**config.mk**
```make
export PLATFORM = sky130hd
export DESIGN_NAME = mem_port_arbiter
export DESIGN_NICKNAME = d
export VERILOG_FILES = /design/src/rtl/mem_port_arbiter.sv
export SDC_FILE = /design/constraint.sdc
export NUM_CORES = 1
export LEC_CHECK = 0
export ABC_AREA = 0
export CAP_MARGIN = 5
export CORE_ASPECT_RATIO = 1.2
export CORE_MARGIN = 2
export CORE_UTILIZATION = 30
export DETAILED_ROUTE_END_ITERATION = 8
export DONT_BUFFER_PORTS = 1
export GPL_TIMING_DRIVEN = 0
export SYNTH_ARGS = -nofsm -noshare
export SYNTH_HDL_FRONTEND = slang
export SYNTH_SLANG_ARGS = --single-unit
```
**constraint.sdc**
```tcl
create_clock -name Clk -period 9.1 [get_ports Clk]
set_input_delay 0.91 -clock Clk [delete_from_list [all_inputs] [get_ports Clk]]
set_output_delay 0.91 -clock Clk [all_outputs]
set_load 0.01 [all_outputs]
```
**src/rtl/mem_port_arbiter.sv**
```systemverilog
// ---------------------------------------------------------------------------
// mem_port_arbiter
//   Two-requester arbiter for a single shared memory port.
//   - Requester A is instruction fetch and requester B is data access.
//   - When both requesters ask at the same time, the one not served last wins.
//   - Address, write data and write enable are captured when a grant starts.
//     The shared port is driven only from those captured registers.
//   - A transaction ends on mem_ack. The owner then gets a one-cycle done pulse.
//     The shared port returns to IDLE for at least one cycle.
//
// Ports
//   Clk, Rst                 clock and asynchronous active-high reset
//   req_x/addr_x/wdata_x/we_x  requester A and B access requests
//   gnt_x, done_x            grant level and completion pulse per requester
//   rdata                    data of the last completed read
//   sel                      data-mux owner select (0 = A, 1 = B)
//   mem_*                    shared memory port
// ---------------------------------------------------------------------------
module mem_port_arbiter #(
    parameter int DATA_W = 64,
    parameter int ADDR_W = 32
) (
    input  logic              Clk,
    input  logic              Rst,
    input  logic              req_a,
    input  logic [ADDR_W-1:0] addr_a,
    input  logic [DATA_W-1:0] wdata_a,
    input  logic              we_a,
    input  logic              req_b,
    input  logic [ADDR_W-1:0] addr_b,
    input  logic [DATA_W-1:0] wdata_b,
    input  logic              we_b,
    output logic              gnt_a,
    output logic              gnt_b,
    output logic              done_a,
    output logic              done_b,
    output logic [DATA_W-1:0] rdata,
    output logic              sel,
    output logic              mem_req,
    output logic [ADDR_W-1:0] mem_addr,
    output logic [DATA_W-1:0] mem_wdata,
    output logic              mem_we,
    input  logic [DATA_W-1:0] mem_rdata,
    input  logic              mem_ack
);

    typedef enum logic [1:0] {
        IDLE   = 2'd0,
        BUSY_A = 2'd1,
        BUSY_B = 2'd2
    } state_t;

    state_t              r_state;
    state_t              w_state_next;
    logic                w_start;       // IDLE -> BUSY_x this cycle
    logic                w_finish;      // BUSY_x completes this cycle
    logic                r_last_b;      // 1 = B was served last
    logic                r_gnt_a;
    logic                r_gnt_b;
    logic                r_mem_req;
    logic                r_done_a;
    logic                r_done_b;
    logic [ADDR_W-1:0]   r_addr;
    logic [DATA_W-1:0]   r_wdata;
    logic                r_we;
    logic [DATA_W-1:0]   r_rdata;

    // State register
    always_ff @(posedge Clk or posedge Rst) begin
        if (Rst) begin
            r_state <= IDLE;
        end else begin
            r_state <= w_state_next;
        end
    end

    // Next-state logic. On a tie, the requester that did not go last wins.
    always_comb begin
        w_state_next = r_state;
        w_start      = 1'b0;
        w_finish     = 1'b0;
        case (r_state)
            IDLE: begin
                if (req_a && (!req_b || r_last_b)) begin
                    w_state_next = BUSY_A;
                    w_start      = 1'b1;
                end else if (req_b) begin
                    w_state_next = BUSY_B;
                    w_start      = 1'b1;
                end
            end
            BUSY_A, BUSY_B: begin
                if (mem_ack) begin
                    w_state_next = IDLE;
                    w_finish     = 1'b1;
                end
            end
            default: w_state_next = IDLE;
        endcase
    end

    // Grant, request and select outputs come from flops loaded with the
    // decoded next state. This keeps them glitch-free and equal to the
    // decode of r_state at all times.
    always_ff @(posedge Clk or posedge Rst) begin
        if (Rst) begin
            r_gnt_a   <= 1'b0;
            r_gnt_b   <= 1'b0;
            r_mem_req <= 1'b0;
            r_done_a  <= 1'b0;
            r_done_b  <= 1'b0;
            r_last_b  <= 1'b1;
        end else begin
            r_gnt_a   <= (w_state_next == BUSY_A);
            r_gnt_b   <= (w_state_next == BUSY_B);
            r_mem_req <= (w_state_next != IDLE);
            r_done_a  <= w_finish && (r_state == BUSY_A);
            r_done_b  <= w_finish && (r_state == BUSY_B);
            if (w_finish) begin
                r_last_b <= (r_state == BUSY_B);
            end
        end
    end

    // Capture the winner's request so that input churn during BUSY has no effect.
    // Read data is loaded only when a read completes.
    always_ff @(posedge Clk or posedge Rst) begin
        if (Rst) begin
            r_addr  <= '0;
            r_wdata <= '0;
            r_we    <= 1'b0;
            r_rdata <= '0;
        end else begin
            if (w_start) begin
                if (w_state_next == BUSY_B) begin
                    r_addr  <= addr_b;
                    r_wdata <= wdata_b;
                    r_we    <= we_b;
                end else begin
                    r_addr  <= addr_a;
                    r_wdata <= wdata_a;
                    r_we    <= we_a;
                end
            end
            if (w_finish && !r_we) begin
                r_rdata <= mem_rdata;
            end
        end
    end

    assign gnt_a     = r_gnt_a;
    assign gnt_b     = r_gnt_b;
    assign sel       = r_gnt_b;
    assign mem_req   = r_mem_req;
    assign done_a    = r_done_a;
    assign done_b    = r_done_b;
    assign mem_addr  = r_addr;
    assign mem_wdata = r_wdata;
    assign mem_we    = r_we;
    assign rdata     = r_rdata;

endmodule

```
==> metrics.cfg, run 1 <==
[outcome]
status = finished clean

[synth]
ys_types = 28
ys_warn_count = 0
syn_nets = 1110
synth_top_cell_area_share_pct = 48.87
synthCells = 843
ys_seq_area_share_pct = 49.18
ys_ff_latch = 169
synth_area_leaders = dfrtp_1 (49%), o2111ai_1 (9.9%), nand2_1 (8.6%)
async_reset_ff_share_pct = 100.0
synth_edf_count = 0
synth_top_flop_cell = dfrtp_1
synthesis.area_um2 = 8602
avgSynthCellArea_um2 = 10.20
synth_top_cell_by_area = dfrtp_1

[timing]
fmax_ghz = 0.3524
tightest_slew_ps = 1007
timing.final.crit_share_pct = 31.18
maxSlewHeadroom_pct = 32.44
whs_ps = 396.1
setup_violations = 0
setup_tns_ps = 0
timing.final.hold_violations = 0
fin_worst_skew_ps = 11.15
timing.final.max_slew_violations = 0
rsz0062_at_grt = false
min_period_ps = 2838

[cells_and_area]
final_common_cell = nand2_1
syn2layout_area_growth_pct = 12.35
fin_util_pct = 34.41
final_cell_mix = nand2_1 (198), dfrtp_1 (168), and2_1 (98)
stdcell_area_um2 = 9664
num-fill-cells = 2895
fin_cells = 1256
finalNetCount = 1130
drive_gt1_share_pct = 16.82

[clocking]
cts_buffer_depth = 2
numCtsBuffers = 17
cts_setup_buffers = 0
cts.htree.levels = 4
cts_tree = built
clkTransAtPathRegs_ps = 70
clockRootBuffer = clkbuf_16
post_cts_resized = 0
insertion_delay_ps = 430
ctsHoldBuffers = 0
clock_sinks = 169

[route]
routed_wl_um = 29940
via_count = 6921
drt_iter0_drc = 421
ant_nets = 0
drc = 0
vias_per_cell = 5.510
routedWlPerCell_um = 23.84
drt-pass1-iter-count = 5

[global_route]
grt.total_usage_pct = 19.18
grt_pass1_wl_um = 42910
grt_pass1_vias = 6954
grt_max_degree = 95
grt_antenna_before_repair = 6
gr-total-overflow = 0

[die]
start_util_pct = 30.63
die_h_um = 189.5
coreArea_um2 = 28080
die_w_um = 158.6
die_area_um2 = 30050
rows = 67
top_level_ports = 430

[placement]
dp_hpwl_um = 22290
post_dp_cell_area_um2 = 9111
gp_congestion = 0.8383
dp_cells = 1223
portBuffers = 0

[critical_path]
reg2reg_to = mem_wdata[9]
crit_chain = inv_1, ha_1, nor2b_1, a2bb2oi_2, buf_2, clkbuf_1, o2111ai_1, o211ai_2
critPathSlowestCell = a2bb2oi_2
critPathKind = reg -> reg
r2r_slack_ps = 6260
cpPeakStageDelay_ps = 580
path_max_fanout = 10
rr_worst_depth = 8
rr_startpoint = r_state[0]
critical_path_arrival_ps = 3170
required_ps = 9440
worstSetupStartpointType = flop
cp-end-kind = flop

[power_and_ir_drop]
p_leak_nw = 3.861
power_density_nw_per_um2 = 392.5
irDropWorstVdd_uv = 135.5

[job]
drv_cap = 0

[hold_path]
min_path_type = in -> async

state kept, by name (all words and copies together) (netlist names):
register / count
done_a: 1
done_b: 1
gnt_a: 1
gnt_b: 1
mem_addr: 32
mem_req: 1
mem_wdata: 64
mem_we: 1
r_last_b: 1
r_state: 2
rdata: 64
worst max-delay path by stage:
stage | slack, ps | endpoint | startpoint | cells past startpoint
CTS | 6270 | mem_wdata[9] | r_state[0] | 8
finish | 6260 | mem_wdata[9] | r_state[0] | 8
global placement | 1510 | done_a | Rst | 1
global route | 6090 | mem_wdata[0] | r_state[0] | 8
detailed placement | 6140 | mem_wdata[9] | req_b | 5
floorplan | 3620 | done_a | Rst | 1
through the flow:
step	total power, W	setup WS, ps
after CTS	0.003836	6269
after global routing	0.004065	6089
after floorplan	0.002607	3617
final	0.003794	6262
after detailed placement	0.003118	6141
after global placement	0.003084	1507
report_power, final:
group	switching [W]	internal [W]
Clock	0.000321	0.000385
Sequential	0.000488	0.00113
Combinational	0.000895	0.000572
Total	0.00170	0.00209
critical path, delay by kind of cell, from the launching register on:
kind / cells / cell delay, ps
buffers and inverters: 3 / 880
AO/OA/AOI/OAI: 3 / 920
adder cells (fa/ha/maj): 1 / 320
flip-flops: 1 / 440
AND/OR/NAND/NOR: 1 / 170
cells in the mapped netlist, drive strengths merged (2+ instances only):
master,number
o211a,2
dfrtp,168
a21o,2
nand2,198
ha,4
buf,30
o211ai,97
nor2b,2
nand2b,2
clkbuf,63
mux2,64
or2,2
and2,98
o2111ai,97
inv,5
o21ai,2
per-layer routing:
metal | wire (µm) | track usage, % | part of all wire (%) | vias to the layer above
li1 | - | - | - | 3090
met1 | 11110 | 21.92 | 37 | 3404
met2 | 15120 | 32.75 | 51 | 370
met3 | 2921 | 6.981 | 9.8 | 51
met4 | 750 | 6.722 | 2.5 | 6
met5 | 41 | 0 | 0.14 | -
kinds of logic (layout without fill, tap and decap cells):
family          after synthesis  count (layout)  share of synthesized area (%)
simple gates                304             304                          16.38
compound gates              204             204                          20.51
flops                       169             169                          49.18
buf+inv                      98             129                          4.975
mux                          64              64                          8.378
fa+ha+maj                     4               4                         0.5818
other cells                   0               3                              0
area by class of cell:
type | count | area [µm²] | share of cell area (%)
multi-input combinational | 576 | 3944 | 40.81
antenna | 3 | 7.507 | 0.07768
tap | 379 | 474.2 | 4.907
sequential | 169 | 4230 | 43.77
clock buffer | 21 | 450.4 | 4.661
timing repair buffer | 1 | 27.53 | 0.2848
clock inverter | 9 | 95.09 | 0.9839
inverter | 5 | 26.28 | 0.2719
buffer | 93 | 409.1 | 4.234
No activity file was read; power rests on OpenSTA's default activity.
==> run 2, diff against run 1 <==
==> constraint.sdc (replaced) <==
create_clock -name Clk -period 2.4 [get_ports Clk]
set_input_delay 0.24 -clock Clk [delete_from_list [all_inputs] [get_ports Clk]]
set_output_delay 0.24 -clock Clk [all_outputs]
set_load 0.01 [all_outputs]
==> metrics.cfg, run 2 (synthesized netlist as in run 1, its figures left out) <==
[outcome]
status = finished clean

[timing]
timing.final.hold_violations = 0
whs_ps = 35.83
fmax_ghz = 0.4276
timing.final.max_slew_violations = 0
timing.final.crit_share_pct = 97.44
maxSlewHeadroom_pct = 52.81
tightest_slew_ps = 707.8
fin_worst_skew_ps = 10.22
setup_violations = 0
min_period_ps = 2338
finalWorstSetupSlack_ps = 61.55

[global_route]
grt_max_degree = 42
grt_pass1_wl_um = 46260
grt.total_usage_pct = 20.46
grt_antenna_before_repair = 8
gr-total-overflow = 0
grt_pass1_vias = 7873

[power_and_ir_drop]
p_leak_nw = 4.685
power_density_nw_per_um2 = 1305
irDropWorstVdd_uv = 450.7
power_w = 0.01500

[clocking]
cts.htree.levels = 4
clock_sinks = 169
clkTransAtPathRegs_ps = 70
cts_buffer_depth = 2
clockRootBuffer = clkbuf_16
insertion_delay_ps = 430
cts_tree = built
numCtsBuffers = 17

[route]
drt-pass1-iter-count = 4
vias_per_cell = 5.357
drt_iter0_drc = 386
via_count = 7655
routed_wl_um = 32120
ant_nets = 0
routedWlPerCell_um = 22.48
drc = 0

[placement]
gp_congestion = 0.8599
dp_hpwl_um = 22510
portBuffers = 0
dp_worst_setup_slack_ps = -404.8

[cells_and_area]
final_common_cell = nand2_1
syn2layout_area_growth_pct = 33.70
finalNetCount = 1297
multiInputGateArea_um2 = 3968
final_cell_mix = nand2_1 (198), dfrtp_1 (167), dlygate4sd3_1 (162)
fin_util_pct = 40.95
seqCellArea_um2 = 4232
drive_gt1_share_pct = 17.74
num-fill-cells = 2664

[hold_path]
min_path_type = in -> reg

[job]
drv_cap = 0

[critical_path]
crit_chain = inv_1, ha_1, nor2b_4, o211a_1, buf_6, buf_4, clkbuf_2, o2111ai_1, o211ai_2
critPathSlowestCell = dfrtp_1
cpPeakStageDelay_ps = 410
cp-end-kind = flop
path_max_fanout = 10
required_ps = 2710
critPathKind = reg -> reg
cp_top_family = compound AO/OA/AOI/OAI gates
critical_path_arrival_ps = 2640
worstSetupStartpointType = flop
critPathBufInv = 4

[die]
top_level_ports = 430
die_h_um = 189.5
start_util_pct = 30.63
rows = 67
die_area_um2 = 30050
die_w_um = 158.6
coreArea_um2 = 28080

## run 2: cell types whose count changed in the layout (fill, tap and decap cells not counted), moves of 2 or more
| cell | change |
|---|---|
| clkinv_4 | +2 |
| clkbuf_2 | +24 |
| diode_2 | +4 |
| clkbuf_1 | -27 |
| buf_4 | +6 |
| dlygate4sd3_1 | +162 |
| buf_2 | -8 |
| buf_12 | +5 |
| buf_8 | +3 |
| inv_6 | +2 |
## run 2: final timing paths
kind	from	to	slack [ps]	cells after the start
setup / recovery	r_state[1]	mem_wdata[12]	60	9
hold / removal	req_b	gnt_a	40	3
setup reg to reg	r_state[1]	mem_wdata[12]	60	9
hold reg to reg	r_last_b	r_last_b	510	1
max in group asynchronous	Rst	r_last_b	1200	4
min in group asynchronous	Rst	rdata[27]	300	2
## run 2: timing repair
item | in CTS | in global routing
hold endpoints to repair | 189 | 0
hold buffers | 162 | 0
resized for setup | 32 | 17
pin swaps | 1 | 0
setup buffers | 1 | 3
endpoints found under the setup margin | 158 | 89
## run 2: worst register-to-register path, cell delays in order (launching register included)
cell	delay, ps
dfrtp_1	410
inv_1	100
ha_1	310
nor2b_4	160
o211a_1	230
buf_6	160
buf_4	190
clkbuf_2	200
o2111ai_1	330
o211ai_2	130
## run 2: layout make-up
class,count,share of cell area [%]
clock inverter,14,1.251
inverter,5,0.1958
buffer,91,4.091
antenna,7,0.1523
sequential,169,36.79
tap,379,4.123
multi-input combinational,576,34.50
clock buffer,18,3.732
timing repair buffer,170,15.17
## run 2: power by group
group,internal (W),switching [W],total (W)
Combinational,0.00253,0.00355,0.00608
Sequential,0.00430,0.00187,0.00616
Clock,0.00146,0.00130,0.00276
Total,0.00828,0.00672,0.0150
## run 2: metal layers
| metal | vias to the layer above | track usage (%) | wire length [µm] |
|---|---|---|---|
| met5 | - | 0 | 38 |
| met4 | 6 | 7.311 | 889 |
| met3 | 63 | 6.844 | 2722 |
| met2 | 377 | 35.13 | 16110 |
| met1 | 3769 | 23.55 | 12360 |
| li1 | 3440 | - | - |
## run 2: through the flow
step | TNS, ps | instance area [µm²] | instances
2_1_floorplan | 0 | 8606 | 843
3_3_place_gp | -196200 | 9080 | 1222
3_5_place_dp | -37700 | 9160 | 1226
4_1_cts | 0 | 11440 | 1420
5_1_grt | -2.787 | 11490 | 1426
6_report | 0 | 11500 | 1429
==> run 3, diff against run 2 <==
--- a/config.mk
+++ b/config.mk
@@ -13,6 +13,7 @@
 export DETAILED_ROUTE_END_ITERATION = 8
 export DONT_BUFFER_PORTS = 1
 export GPL_TIMING_DRIVEN = 0
+export SLEW_MARGIN = 5
 export SYNTH_ARGS = -nofsm -noshare
 export SYNTH_HDL_FRONTEND = slang
 export SYNTH_SLANG_ARGS = --single-unit
==> metrics.cfg, run 3 (synthesized netlist as in run 1, its figures left out) <==
[route]
drt-pass1-iter-count = 4
routedWlPerCell_um = 22.53
drc = 0
vias_per_cell = 5.325
via_count = 7594
drt_iter0_drc = 451
ant_nets = 0
routed_wl_um = 32130

[die]
rows = 67
die_area_um2 = 30050
start_util_pct = 30.63
coreArea_um2 = 28080
die_w_um = 158.6
die_h_um = 189.5
top_level_ports = 430

[power_and_ir_drop]
combPwrFrac_pct = 40.0
internal-power_w = 0.008514
power_density_nw_per_um2 = 1319
pwr-share-clk_pct = 19.4
power.share.switching_pct = 44.03
p_switching_w = 0.006698
irDropWorstVdd_uv = 515.3
sequentialPowerShare_pct = 40.6
p_leak_nw = 4.687
power_w = 0.01521

[cells_and_area]
drive_gt1_share_pct = 17.47
final_common_cell = nand2_1
seqCellArea_um2 = 4232
syn2layout_area_growth_pct = 34.04
final_cell_mix = nand2_1 (198), dfrtp_1 (167), dlygate4sd3_1 (162)
stdcell_area_um2 = 11530
fin_util_pct = 41.06
num-fill-cells = 2668
multiInputGateArea_um2 = 3980
finalNetCount = 1296

[clocking]
cts.htree.levels = 4
clockRootBuffer = clkbuf_16
cts_tree = built
cts_buffer_depth = 2
clock_sinks = 169
clkTransAtPathRegs_ps = 70
insertion_delay_ps = 440
numCtsBuffers = 17

[global_route]
grt.total_usage_pct = 20.71
grt_pass1_vias = 7998
grt_pass1_wl_um = 46870
gr-total-overflow = 0
grt_antenna_before_repair = 8
grt_max_degree = 39

[timing]
tightest_slew_ps = 784.2
maxSlewHeadroom_pct = 47.61
fmax_ghz = 0.4323
finalWorstSetupSlack_ps = 86.57
timing.final.max_slew_violations = 0
timing.final.crit_share_pct = 96.39
rsz0062_at_grt = false
fin_worst_skew_ps = 12.30
timing.final.hold_violations = 0
setup_violations = 0
min_period_ps = 2313

[placement]
gp_congestion = 0.8599
portBuffers = 0
dp_hpwl_um = 22500
dp_worst_setup_slack_ps = -407.1
post_dp_cell_area_um2 = 9160

[critical_path]
worstSetupStartpointType = flop
r2r_slack_ps = 90
critical_path_arrival_ps = 2670
crit_chain = inv_1, ha_4, nor2b_4, o211a_1, buf_8, o211a_1, buf_8, buf_8, buf_8, o211ai_2
worstSetupStartpoint = r_state[0]
cpPeakStageDelay_ps = 450
rr_worst_depth = 10
rr_startpoint = r_state[0]
reg2reg_to = mem_wdata[16]
cp_common_cell = buf_8
critPathSlowestCell = dfrtp_2
critPathKind = reg -> reg
critPathCapture = mem_wdata[16]
cp-end-kind = flop
path_max_fanout = 10
required_ps = 2750

[job]
drv_cap = 0

[outcome]
status = finished clean

[hold_path]
min_path_type = in -> reg

## run 3: worst max-delay path: cells and delay by family, from the launching register on
kind	cells	cell delay [ps]
buf+inv	5	750
compound gates	3	640
fa+ha+maj	1	220
flops	1	450
simple gates	1	140
## run 3: final cells by class
type	instances	area share, %
antenna	5	0.1085
tap	379	4.113
multi-input combinational	576	34.52
clock buffer	20	3.874
clock inverter	12	1.432
inverter	5	0.1953
buffer	92	4.167
timing repair buffer	168	14.89
sequential	169	36.70
## run 3: worst min-delay path by stage
stage | startpoint | endpoint | slack [ps] | cells after the start
final | req_b | gnt_a | 30 | 3
after global routing | req_b | gnt_a | 30 | 3
after CTS | req_b | gnt_a | 10 | 3
after detailed placement | Rst | rdata[18] | 270 | 1
after global placement | mem_ack | done_a | 380 | 1
after floorplan | mem_ack | done_a | 370 | 1
## run 3: power groups by stage
stage	Sequential, W	Combinational [W]	Clock [W]
2_1_floorplan	0.00567	0.00422	0
3_3_place_gp	0.00617	0.00547	0
3_5_place_dp	0.00620	0.00561	0
4_1_cts	0.00616	0.00598	0.00303
5_1_grt	0.00636	0.00672	0.00315
6_report	0.00618	0.00608	0.00296
## run 3: per-layer routing
layer	GRT usage (%)	share of wire [%]	vias up
li1	-	-	3434
met1	23.99	38	3699
met4	9.113	4.2	6
met3	7.233	9.2	84
met5	0	0.14	-
met2	34.35	48	371
## run 3: what timing repair did
item,CTS,global route
pin swaps,1,0
hold buffers,162,0
gates resized for setup,29,22
endpoints found under the setup margin,158,86
setup buffers,2,0
hold endpoints to repair,190,0
## run 3: per-stage QoR
step | hold slack [ps] | TNS, ps | instances
global placement | 380.7 | -196200 | 1222
finish | 30.24 | 0 | 1426
detailed placement | 270.0 | -37570 | 1226
floorplan | 374.2 | 0 | 843
CTS | 13.66 | -0.2951 | 1421
global route | 31.86 | 0 | 1425
